**config.mk**
```make
export PLATFORM = sky130hd
export DESIGN_NAME = programmable_timer
export DESIGN_NICKNAME = d
export VERILOG_FILES = /design/src/rtl/programmable_timer_pkg.sv /design/src/rtl/programmable_timer_tick_prescaler.sv /design/src/rtl/programmable_timer.sv
export SDC_FILE = /design/constraint.sdc
export NUM_CORES = 1
export LEC_CHECK = 0
export CAP_MARGIN = 40
export CORE_MARGIN = 2
export CORE_UTILIZATION = 40
export DETAILED_ROUTE_END_ITERATION = 10
export PLACE_DENSITY_LB_ADDON = 0.05
export SLEW_MARGIN = 20
export SYNTH_ARGS = -nofsm -noshare
export SYNTH_HDL_FRONTEND = slang
export SYNTH_SLANG_ARGS = --single-unit
```
**constraint.sdc**
```tcl
create_clock -name clk -period 2.6 [get_ports clk]
set_input_delay 0.39 -clock clk [delete_from_list [all_inputs] [get_ports clk]]
set_output_delay 0.39 -clock clk [all_outputs]
set_load 0.01 [all_outputs]
```
**src/rtl/programmable_timer_pkg.sv**
```systemverilog
// Shared definitions for the programmable down-counting timer:
// mode encodings and FSM state type.
package programmable_timer_pkg;

  localparam logic MODE_ONESHOT  = 1'b0;
  localparam logic MODE_PERIODIC = 1'b1;

  typedef enum logic {
    ST_IDLE = 1'b0,
    ST_RUN  = 1'b1
  } state_t;

endpackage

```
**src/rtl/programmable_timer_tick_prescaler.sv**
```systemverilog
// Prescaler for the timer: emits one tick every PRESCALE enabled clocks.
// clear restarts the phase; the counter holds while en is low.
module tick_prescaler #(
  parameter int PRESCALE = 1
) (
  input  logic clk,
  input  logic rst,
  input  logic clear,
  input  logic en,
  output logic tick
);

  // With PRESCALE=1 the counter is a single bit that stays at zero.
  localparam int PW = (PRESCALE > 1) ? $clog2(PRESCALE) : 1;
  localparam logic [PW-1:0] LAST = PW'(PRESCALE - 1);

  logic [PW-1:0] pre_q, pre_d;

  always_comb begin
    pre_d = pre_q;
    if (clear) begin
      pre_d = '0;
    end else if (en) begin
      pre_d = (pre_q == LAST) ? '0 : pre_q + PW'(1);
    end
  end

  always_ff @(posedge clk) begin
    if (rst) begin
      pre_q <= '0;
    end else begin
      pre_q <= pre_d;
    end
  end

  assign tick = en && (pre_q == LAST);

endmodule

```
**src/rtl/programmable_timer.sv**
```systemverilog
// Down-counting timer with prescaler, one-shot/periodic modes and a
// registered one-cycle expiry pulse on q.
module programmable_timer
  import programmable_timer_pkg::*;
#(
  parameter int WIDTH    = 4,
  parameter int PRESCALE = 1
) (
  input  logic             clk,
  input  logic             rst,
  input  logic             load,
  input  logic [WIDTH-1:0] load_value,
  input  logic             mode,
  input  logic             count_en,
  output logic             q,
  output logic             busy,
  output logic [WIDTH-1:0] count
);

  state_t           state_q, state_d;
  logic [WIDTH-1:0] count_q, count_d;
  logic [WIDTH-1:0] reload_q, reload_d;
  logic             mode_q, mode_d;
  logic             pulse_q, pulse_d;
  logic             tick;

  tick_prescaler #(
    .PRESCALE(PRESCALE)
  ) u_prescaler (
    .clk  (clk),
    .rst  (rst),
    .clear(load),
    .en   ((state_q == ST_RUN) && count_en),
    .tick (tick)
  );

  always_comb begin
    state_d  = state_q;
    count_d  = count_q;
    reload_d = reload_q;
    mode_d   = mode_q;
    pulse_d  = 1'b0;
    // A load wins over a same-cycle tick, so no pulse can escape it.
    if (load) begin
      reload_d = load_value;
      count_d  = load_value;
      mode_d   = mode;
      state_d  = (load_value != '0) ? ST_RUN : ST_IDLE;
    end else if (tick) begin
      if (count_q > WIDTH'(1)) begin
        count_d = count_q - WIDTH'(1);
      end else begin
        pulse_d = 1'b1;
        if (mode_q == MODE_PERIODIC) begin
          count_d = reload_q;
        end else begin
          count_d = '0;
          state_d = ST_IDLE;
        end
      end
    end
  end

  always_ff @(posedge clk) begin
    if (rst) begin
      state_q  <= ST_IDLE;
      count_q  <= '0;
      reload_q <= '0;
      mode_q   <= MODE_ONESHOT;
      pulse_q  <= 1'b0;
    end else begin
      state_q  <= state_d;
      count_q  <= count_d;
      reload_q <= reload_d;
      mode_q   <= mode_d;
      pulse_q  <= pulse_d;
    end
  end

  assign q     = pulse_q;
  assign busy  = (state_q == ST_RUN);
  assign count = count_q;

endmodule
```
======== Yosys cells after proc, flatten, opt, wreduce, memory -nomap -nowiden ========
Index checks and enable logic that the tools add are counted.
word-level totals
  word-level logic and storage cells ...... 31
  flip-flop bits (word level) ............. 12
cells by class
  order comparisons ....................... 1
  $add $sub $neg .......................... 2
  bitwise operators ....................... 2
  eq/ne operators ......................... 2
  reduce and logical (&&, ||, !) cells .... 7
  muxes and demuxes ....................... 11
operators with widths
  kind                 number
  $mux 4               4
  $mux 1               7
  $gt 4x1->1 const B   1
  $ne 2x2->1 const B   2
  $reduce_bool 4->1    1
  $sub 4x1->4 const B  1
  $reduce_and 3->1     1
  $reduce_or 3->1      1
  $logic_and 1x1->1    2
  $not 1->1            2
  $reduce_bool 2->1    1
  $reduce_or 2->1      1
  $add 1x1->1 const B  1

======== Logic depth before layout (Yosys ltp) ========
Gate-level depths: netlist (run 1).
  depth after elaboration ................. 4
  mapped depth ............................ 6
  gate-level depth less buffers ........... 6

======== Cells and area by module ========
Synthesis (run 1) repeated with hierarchy kept, for this count alone.
unflattened totals
  cells, all modules ...................... 72
  area, all modules ....................... 600.6 sq um
modules (own cells, without submodules)
  module              area an instance (sq um)  seq. area each (sq um)  cells an instance  instances
  programmable_timer  593.1                     220.2                   71                 1
  tick_prescaler      7.5                       0.0                     1                  1

======== Worst setup path before layout (run 1) ========
OpenSTA, ideal clock, no wires.
  path kind ............................... register to register
  from .................................... register count_q[0], in the netlist count[0]
  to ...................................... register count_q[3], in the netlist count[3]
  cell stages (with the launch flop) ...... 7
  arrival ................................. 1,507 ps
  setup slack ............................. 1,014 ps
  library setup time ...................... 79 ps
  period minus slack after synthesis ...... 1,586 ps
  data required time ...................... 2,521 ps
  path buffers ............................ 0
  cells stage by stage .................... dfxtp_1 > inv_1 > ha_1 > nor2_1 > nor3_2 > or3_1 > a211oi_2
between the ends
  word-level cells in the longest chain between the ends .. 4
  elaborated cells between the ends (all ways) .. 5
  those cells by class .................... 1 x add/sub; 1 x order compare; 3 x mux
ends and longest elaborated chain
  what                                              line                                                RTL
  start: declaration                                programmable_timer.sv:21                            logic [WIDTH-1:0] count_q, count_d;
  start signal: assignment                          programmable_timer.sv:73                            count_q <= count_d;
  $sub 4x1->4 / $gt 4x1->1 (equally long branches)  programmable_timer.sv:51, programmable_timer.sv:50
  $mux 4 (*)                                        programmable_timer.sv:50                            if (count_q > WIDTH'(1)) begin
  $mux 4 (*)                                        programmable_timer.sv:49                            end else if (tick) begin
  $mux 4 (*)                                        programmable_timer.sv:44                            if (load) begin
Mark *: on every way between the ends. The rest lies on a longest branch, timed or not. The select of a mux whose other input is x is not followed.
A chain may end at the register's enable or synchronous reset.

======== Worst setup path in the final report (run 1) ========
  from .................................... register count_q[2], in the netlist count[2]
  to ...................................... output port count[2]
RTL lines
  what              line                      RTL
  end: declaration  programmable_timer.sv:17  output logic [WIDTH-1:0] count
No word-level cell between the ends.

==> flow_metrics.env, run 1 <==
export IMPL_slew_headroom=0.6525
export IMPL_ys_types=25
export IMPL_drt_total_wl_um=1205
export IMPL_cts_sinks=11
export IMPL_hold_buffers=0
export IMPL_drc=0
export IMPL_via_count=513
export IMPL_cts_tree="done"
export IMPL_drt_initial_drc_count=12
export IMPL_worst_setup_path_end_kind="primary output"
export IMPL_pwr_share_clk=0.291
export IMPL_yosys_area_top_type="dfxtp_1"
export IMPL_critical_path_max_fanout=8
export IMPL_ctsResizeCount=0
export IMPL_preCtsSetupSlack_ns=0.6271
export IMPL_grtUsageTotal=0.1563
export IMPL_internal_power_mw=0.2891
export IMPL_layout_setup_ws_ns=0.8427
export IMPL_sequentialPowerShare=0.480
export IMPL_detailed_place_area_um2=720.7
export IMPL_reg2reg_from="count[0]"
export IMPL_fin_crit_sh=0.6759
export IMPL_syn2layout_area_growth_pct=28.94
export IMPL_synthFlopType="dfxtp_1"
export IMPL_synth_edf_count=0
export IMPL_syn_area_um2=579.3
export IMPL_synth_cells=64
export IMPL_wire_per_inst_um=12.68
export IMPL_outcome="complete, no violations"
export IMPL_place_gp_congestion=0.7581
export IMPL_coreArea_mm2=0.001334
export IMPL_grt_pass1_wl_um=2083
export IMPL_die_w_um=42.06
export IMPL_hold_path_class="reg2reg"
export IMPL_drv_cap=0
export IMPL_fmax_mhz=569.1
export IMPL_clk_pin_slew_ns=0.07
export IMPL_critPathArrivalTime_ns=1.37
export IMPL_ioPinCount=15
export IMPL_root_buffer="clkbuf_4"
export IMPL_postRouteAntennaNets=0
export IMPL_cts_buffer_depth=2
export IMPL_crit_family="buffers and inverters"
export IMPL_vias_per_cell=5.400
export IMPL_hp_start="reload_q[0]"
export IMPL_hold_viol_final=0
export IMPL_cp_startpoint="count[2]"
export IMPL_multiInputGateArea_um2=326.6
export IMPL_p_comb_frac=0.229
export IMPL_final_max_slew_viol_count=0
export IMPL_tritoncts_num_buffers=3
export IMPL_startpoint_type="flip-flop"
export IMPL_hpwl_um=877.9
export IMPL_ff2ff_setup_slack_ns=0.92
export IMPL_grt_max_degree=15
export IMPL_die_area_mm2=0.001769
export IMPL_cp_slowest_cell="clkdlybuf4s50_1"
export IMPL_ys_seq_elements=11
export IMPL_cts_setup_buffers=0
export IMPL_crit_path_cell_trace="clkdlybuf4s50_1"
export IMPL_crit_type="reg2out"
export IMPL_rsz0062_at_grt="no"
export IMPL_fin_tns_setup_ns=0
export IMPL_port_buffers=14
export IMPL_async_flop_share=0
export IMPL_drive_above_1_share=0.08750
export IMPL_synth_seq_area_share=0.3801
export IMPL_power_mw=0.4057
export IMPL_syn_nets=75
export IMPL_netlist_area_leader_share=0.3801
export IMPL_p_per_area_mw_per_mm2=543.1
export IMPL_fin_crit_ns=1.757
export IMPL_setup_violations=0
export IMPL_yosysWarningCount=0
export IMPL_grt_pass1_vias=472
export IMPL_fin_skew_ns=0.003573
export IMPL_required_ns=2.21
export IMPL_initial_core_util=0.4343
export IMPL_finalInstanceArea_um2=747.0
export IMPL_rows=13
export IMPL_p_leak_nw=0.2922
export IMPL_switchingPower_mw=0.1166
export IMPL_tightest_slew_ns=0.5196
export IMPL_syn_area_per_cell_um2=9.052
export IMPL_antenna_cells=0
export IMPL_max_stage_delay_ns=0.60
export IMPL_path_buf_inv=1
export IMPL_die_h_um=42.06
export IMPL_first_pass_iters=4
export IMPL_final_nets=92
export IMPL_n_fill_cell=129
export IMPL_htree_levels=1
export IMPL_vdd_drop_max_v=0.0002438
export IMPL_register_area_um2=220.2
export IMPL_grt_overflow=0
export IMPL_synth_area_leaders="dfxtp_1 (38%), mux2i_1 (6.9%), nor2_1 (6.5%)"
export IMPL_swShare=0.2874
export IMPL_insertion_delay_ns=0.27
export IMPL_grt_antenna_before_repair=0
[kinds of logic after synthesis]
logic type,Yosys count,synth area share
simple gates,25,0.2376
compound gates,15,0.1987
flops,11,0.3801
buf+inv,6,0.05614
mux,4,0.06912
fa+ha+maj,2,0.04319
xor+xnor,1,0.01512
[state kept, by name (all words and copies together), names as in the netlist]
| name | cells |
|---|---|
| count | 4 |
| reload_q | 4 |
| busy | 1 |
| mode_q | 1 |
| q | 1 |
[cells in the mapped netlist (2+ instances only)]
library cell  count
or3_1             3
nand2_1           2
nor2_1           10
o41ai_1           2
mux2i_1           4
dfxtp_1          11
o21ai_0           3
a211oi_1          3
nor3_2            2
a21oi_1           2
ha_1              2
nand3_1           3
inv_1             4
a311oi_1          2
[per-layer routing]
layer | GRT usage | vias up | wire (um)
li1 | - | 267 | -
met5 | 0 | - | 0
met3 | 0.07759 | 2 | 72
met2 | 0.2688 | 16 | 589
met1 | 0.1720 | 228 | 537
met4 | 0.03750 | 0 | 6
[power by group through the flow]
stage | logic [mW] | registers (mW) | clock network [mW]
after detailed placement | 0.0923 | 0.198 | 0
after floorplan | 0.0524 | 0.199 | 0
after global routing | 0.104 | 0.197 | 0.133
final | 0.0929 | 0.195 | 0.118
after global placement | 0.0926 | 0.198 | 0
after CTS | 0.0935 | 0.194 | 0.122
[worst paths after layout]
kind,endpoint,depth (start not counted)
setup / recovery,count[2],1
setup reg to reg,count[3],6
hold / removal,count[0],2
hold reg to reg,count[0],2
[per-stage QoR]
stage | std cells | hold WS (ns) | utilization
global route | 95 | 0.5249 | 0.5600
detailed placement | 91 | 0.4834 | 0.5403
CTS | 95 | 0.4991 | 0.5600
global placement | 91 | 0.4772 | 0.5403
floorplan | 64 | 0.4600 | -
finish | 95 | 0.4899 | 0.5600
[layout make-up]
cell class,count,area share
inverters,4,0.02010
well taps,15,0.02513
flip-flops and latches,11,0.2948
repair buffers,14,0.1876
multi-input cells,47,0.4372
clock buffers,4,0.03518
[layout by cell type (no fill, tap or decap)]
cell	count
xnor2_1	1
nand2b_1	1
a21oi_1	2
or2b_1	1
dfxtp_1	11
inv_1	4
nor3_2	2
ha_1	2
a32oi_1	1
or3_1	3
clkbuf_1	1
nor2_1	10
mux2i_1	4
o21ai_0	3
and4b_1	1
clkdlybuf4s50_1	14
a211oi_2	1
nand3_1	3
and2b_2	1
a211oi_1	3
a2111o_1	1
o41ai_1	2
clkbuf_4	3
nor2b_1	1
nand2_1	2
a311oi_1	2
Power figures use the tool's default switching activity.
==> run 2: changes to the inputs <==
==> constraint.sdc (replaced) <==
create_clock -name clk -period 1.5 [get_ports clk]
set_input_delay 0.225 -clock clk [delete_from_list [all_inputs] [get_ports clk]]
set_output_delay 0.225 -clock clk [all_outputs]
set_load 0.01 [all_outputs]
==> flow_metrics.env, run 2 (synthesis results as in run 1) <==
export IMPL_outcome="complete, no violations"
export IMPL_fmax_mhz=692.7
export IMPL_tightest_slew_ns=0.3404
export IMPL_cts_buffer_depth=2
export IMPL_grt_max_degree=11
export IMPL_place_gp_congestion=0.8131
export IMPL_finalHoldWorstSlack_ns=0.4928
export IMPL_die_w_um=42.06
export IMPL_grtUsageTotal=0.1458
export IMPL_drc=0
export IMPL_drt_total_wl_um=1258
export IMPL_wire_per_inst_um=12.10
export IMPL_critical_path_max_fanout=7
export IMPL_hold_depth=2
export IMPL_register_area_um2=230.2
export IMPL_rows=13
export IMPL_final_nets=101
export IMPL_clk_pin_slew_ns=0.07
export IMPL_fin_skew_ns=0.0002751
export IMPL_hp_start="reload_q[1]"
export IMPL_cts_tree="done"
export IMPL_use_met1=0.1862
export IMPL_tritoncts_num_buffers=3
export IMPL_root_buffer="clkbuf_4"
export IMPL_rsz0062_at_grt="yes"
export IMPL_final_max_slew_viol_count=0
export IMPL_coreArea_mm2=0.001334
export IMPL_grt_pass1_vias=469
export IMPL_n_fill_cell=122
export IMPL_finalNonFillerCells=104
export IMPL_insertion_delay_ns=0.26
export IMPL_slew_headroom=0.7701
export IMPL_ioPinCount=15
export IMPL_drt_initial_drc_count=6
export IMPL_die_h_um=42.06
export IMPL_grt_antenna_before_repair=0
export IMPL_fin_crit_ns=1.444
export IMPL_dp_cells=100
export IMPL_mostFrequentLayoutCell="clkdlybuf4s50_1"
export IMPL_via_count=565
export IMPL_hold_viol_final=0
export IMPL_cts_sinks=11
export IMPL_die_area_mm2=0.001769
export IMPL_postRouteAntennaNets=0
export IMPL_drive_above_1_share=0.2584
export IMPL_p_leak_nw=0.3543
export IMPL_crit_type="reg2reg"
export IMPL_cp_startpoint="count[0]"
export IMPL_layout_setup_ws_ns=0.05647
export IMPL_first_pass_iters=4
export IMPL_antenna_cells=0
export IMPL_htree_levels=1
export IMPL_grt_overflow=0
export IMPL_hold_path_class="reg2reg"
export IMPL_setup_violations=0
export IMPL_globalRouteMet3Util=0.03017
export IMPL_hpwl_um=988.3
export IMPL_drv_cap=0
export IMPL_preCtsSetupSlack_ns=-0.1196
export IMPL_reg2reg_from="count[0]"
export IMPL_grt_util_met2=0.2313
export IMPL_fin_crit_sh=0.9624
export IMPL_vias_per_cell=5.433
export IMPL_required_ns=1.68
export IMPL_reg2reg_depth=6
export IMPL_multiInputGateArea_um2=347.8
export IMPL_initial_core_util=0.4343
export IMPL_cts_setup_buffers=0
export IMPL_grt_pass1_wl_um=1994
export IMPL_final_util=0.6360
export IMPL_startpoint_type="flip-flop"
export IMPL_final_cell_mix="clkdlybuf4s50_1 (13), nor2_1 (9), buf_4 (9), dfxtp_1 (7)"
export IMPL_worst_setup_path_end_kind="flip-flop"
export IMPL_p_per_area_mw_per_mm2=872.1
export IMPL_grt_busiest_layer="met2"
export IMPL_vdd_drop_max_v=0.0005235
export IMPL_port_buffers=14
export IMPL_syn2layout_area_growth_pct=46.44
export IMPL_critPathArrivalTime_ns=1.62
[run 2: critical path, stage by stage (launching register included)]
cell and delay, ns:
dfxtp_2 0.34, inv_1 0.05, ha_2 0.20, nor2_4 0.14, nor3_4 0.07, or3_4 0.36
a211oi_2 0.21
[run 2: worst paths after layout]
path	slack, ns	end
worst max-delay path	0.06	count[3]
worst min-delay path	0.49	count[1]
worst max register to register	0.06	count[3]
worst min register to register	0.49	count[1]
[run 2: layer usage]
metal,vias to the layer above,part of all wire
met3,2,0.064
met4,0,0.011
met5,-,0
met1,255,0.45
met2,22,0.47
li1,286,-
[run 2: stage by stage]
stage	power, mW	cell area (um2)	setup TNS, ns
2_1_floorplan	0.4394	584.3	0
3_3_place_gp	0.5345	793.3	-0.1891
3_5_place_dp	0.5371	793.3	-0.4178
4_1_cts	0.7333	822.0	0
5_1_grt	0.7865	848.3	-0.02288
6_report	0.7398	848.3	0
[run 2: what timing repair did]
action | 4_1_cts | 5_1_grt
endpoints found under the setup margin | 4 | 6
gates resized for setup | 2 | 7
pin swaps | 1 | 1
hold buffers | 0 | 0
[run 2: area by class of cell]
| cell class | instances | share of cell area |
|---|---|---|
| clock buffer | 4 | 0.03097 |
| inverter | 4 | 0.01770 |
| multi-input combinational | 47 | 0.4100 |
| sequential | 11 | 0.2714 |
| tap | 15 | 0.02212 |
| timing repair buffer | 23 | 0.2478 |
[run 2: power breakdown]
part           leakage [nW]  switching [mW]  internal, mW  total [mW]
Sequential           0.0927          0.0225         0.314       0.336
Combinational         0.247          0.0900         0.118       0.208
Clock                0.0150          0.0929         0.103       0.196
==> run 3: changes to the inputs <==
--- a/config.mk
+++ b/config.mk
@@ -14,3 +14,4 @@
 export SYNTH_ARGS = -nofsm -noshare
 export SYNTH_HDL_FRONTEND = slang
 export SYNTH_SLANG_ARGS = --single-unit
+export TNS_END_PERCENT = 1
==> flow_metrics.env, run 3 (synthesis results as in run 1) <==
export IMPL_outcome="complete, no violations"
export IMPL_ioPinCount=15
export IMPL_rsz0062_at_grt="yes"
export IMPL_drt_total_wl_um=1258
export IMPL_tritoncts_num_buffers=3
export IMPL_hold_viol_final=0
export IMPL_place_gp_congestion=0.8131
export IMPL_cts_sinks=11
export IMPL_critical_path_max_fanout=7
export IMPL_final_util=0.6360
export IMPL_htree_levels=1
export IMPL_fin_tns_setup_ns=0
export IMPL_initial_core_util=0.4343
export IMPL_p_comb_frac=0.281
export IMPL_hold_buffers=0
export IMPL_cts_tree="done"
export IMPL_cts_setup_buffers=0
export IMPL_wire_per_inst_um=12.10
export IMPL_postRouteAntennaNets=0
export IMPL_grt_pass1_vias=469
export IMPL_grt_overflow=0
export IMPL_fin_skew_ns=0.0002751
export IMPL_n_fill_cell=122
export IMPL_die_w_um=42.06
export IMPL_reg2reg_depth=6
export IMPL_switchingPower_mw=0.2055
export IMPL_slew_headroom=0.7701
export IMPL_hold_depth=2
export IMPL_die_area_mm2=0.001769
export IMPL_first_pass_iters=4
export IMPL_fmax_mhz=692.7
export IMPL_root_buffer="clkbuf_4"
export IMPL_coreArea_mm2=0.001334
export IMPL_final_cell_mix="clkdlybuf4s50_1 (13), nor2_1 (9), buf_4 (9), dfxtp_1 (7)"
export IMPL_grt_antenna_before_repair=0
export IMPL_drv_cap=0
export IMPL_startpoint_type="flip-flop"
export IMPL_final_nets=101
export IMPL_final_max_slew_viol_count=0
export IMPL_mostFrequentLayoutCell="clkdlybuf4s50_1"
export IMPL_drt_initial_drc_count=6
export IMPL_clk_pin_slew_ns=0.07
export IMPL_crit_type="reg2reg"
export IMPL_cts_buffer_depth=2
export IMPL_setup_violations=0
export IMPL_tightest_slew_ns=0.3404
export IMPL_die_h_um=42.06
export IMPL_via_count=565
export IMPL_required_ns=1.68
export IMPL_vias_per_cell=5.433
export IMPL_port_buffers=14
export IMPL_hpwl_um=988.3
export IMPL_pwr_share_clk=0.264
export IMPL_syn2layout_area_growth_pct=46.44
export IMPL_grt_pass1_wl_um=1994
export IMPL_grt_max_degree=11
export IMPL_antenna_cells=0
export IMPL_p_per_area_mw_per_mm2=872.1
export IMPL_fin_crit_sh=0.9624
export IMPL_power_mw=0.7398
export IMPL_sequentialPowerShare=0.455
export IMPL_worst_setup_path_end_kind="flip-flop"
export IMPL_fin_crit_ns=1.444
export IMPL_swShare=0.2778
export IMPL_rows=13
export IMPL_p_leak_nw=0.3543
export IMPL_drive_above_1_share=0.2584
export IMPL_vdd_drop_max_v=0.0005235
export IMPL_hold_path_class="reg2reg"
export IMPL_grtUsageTotal=0.1458
export IMPL_internal_power_mw=0.5343
export IMPL_drc=0
export IMPL_critPathArrivalTime_ns=1.62
export IMPL_insertion_delay_ns=0.26
==> run 3: cell counts in the layout (fill, tap and decap cells not counted) <==
Identical to the previous run, type by type.
==> run 3: worst max-delay path: stages (launching register included) <==
cell,delay (ns)
dfxtp_2,0.34
inv_1,0.05
ha_2,0.20
nor2_4,0.14
nor3_4,0.07
or3_4,0.36
a211oi_2,0.21
==> run 3: cell type report <==
type / count / area, um2 / area share
Clock buffer: 4 / 26.28 / 0.03097
Inverter: 4 / 15.01 / 0.01770
Multi-Input combinational cell: 47 / 347.8 / 0.4100
Sequential cell: 11 / 230.2 / 0.2714
Tap cell: 15 / 18.77 / 0.02212
Timing Repair Buffer: 23 / 210.2 / 0.2478
==> run 3: final timing paths <==
kind	start	end	slack, ns
min	reload_q[1]	count[1]	0.49
max	count[0]	count[3]	0.06
max reg2reg	count[0]	count[3]	0.06
min reg2reg	reload_q[1]	count[1]	0.49
==> run 3: power groups by stage <==
stage,clock (mW),combinational (mW),sequential (mW)
floorplan,0,0.0933,0.346
global route,0.220,0.228,0.339
global placement,0,0.194,0.341
finish,0.196,0.208,0.336
detailed placement,0,0.196,0.341
CTS,0.201,0.197,0.335
==> run 3: through the flow <==
step / setup slack (ns) / hold slack [ns] / std cells / instance area [um2]
6_report: 0.05647 / 0.4928 / 104 / 848.3
3_3_place_gp: -0.1145 / 0.4780 / 100 / 793.3
4_1_cts: 0.005899 / 0.4912 / 104 / 822.0
2_1_floorplan: 0.01166 / 0.3673 / 64 / 584.3
3_5_place_dp: -0.1196 / 0.4774 / 100 / 793.3
5_1_grt: -0.01905 / 0.5035 / 104 / 848.3
==> run 3: timing repair <==
action	CTS	global route
endpoints found under the hold margin	0	0
gates resized for setup	2	7
pin swaps	1	1
setup endpoints to repair	4	6
==> run 3: layer usage <==
layer	track usage	share of wire	vias to the layer above	wire, um
li1	-	-	286	-
met1	0.1862	0.45	255	571
met2	0.2313	0.47	22	591
met3	0.03017	0.064	2	80
met4	0.07500	0.011	0	14
met5	0	0	-	0
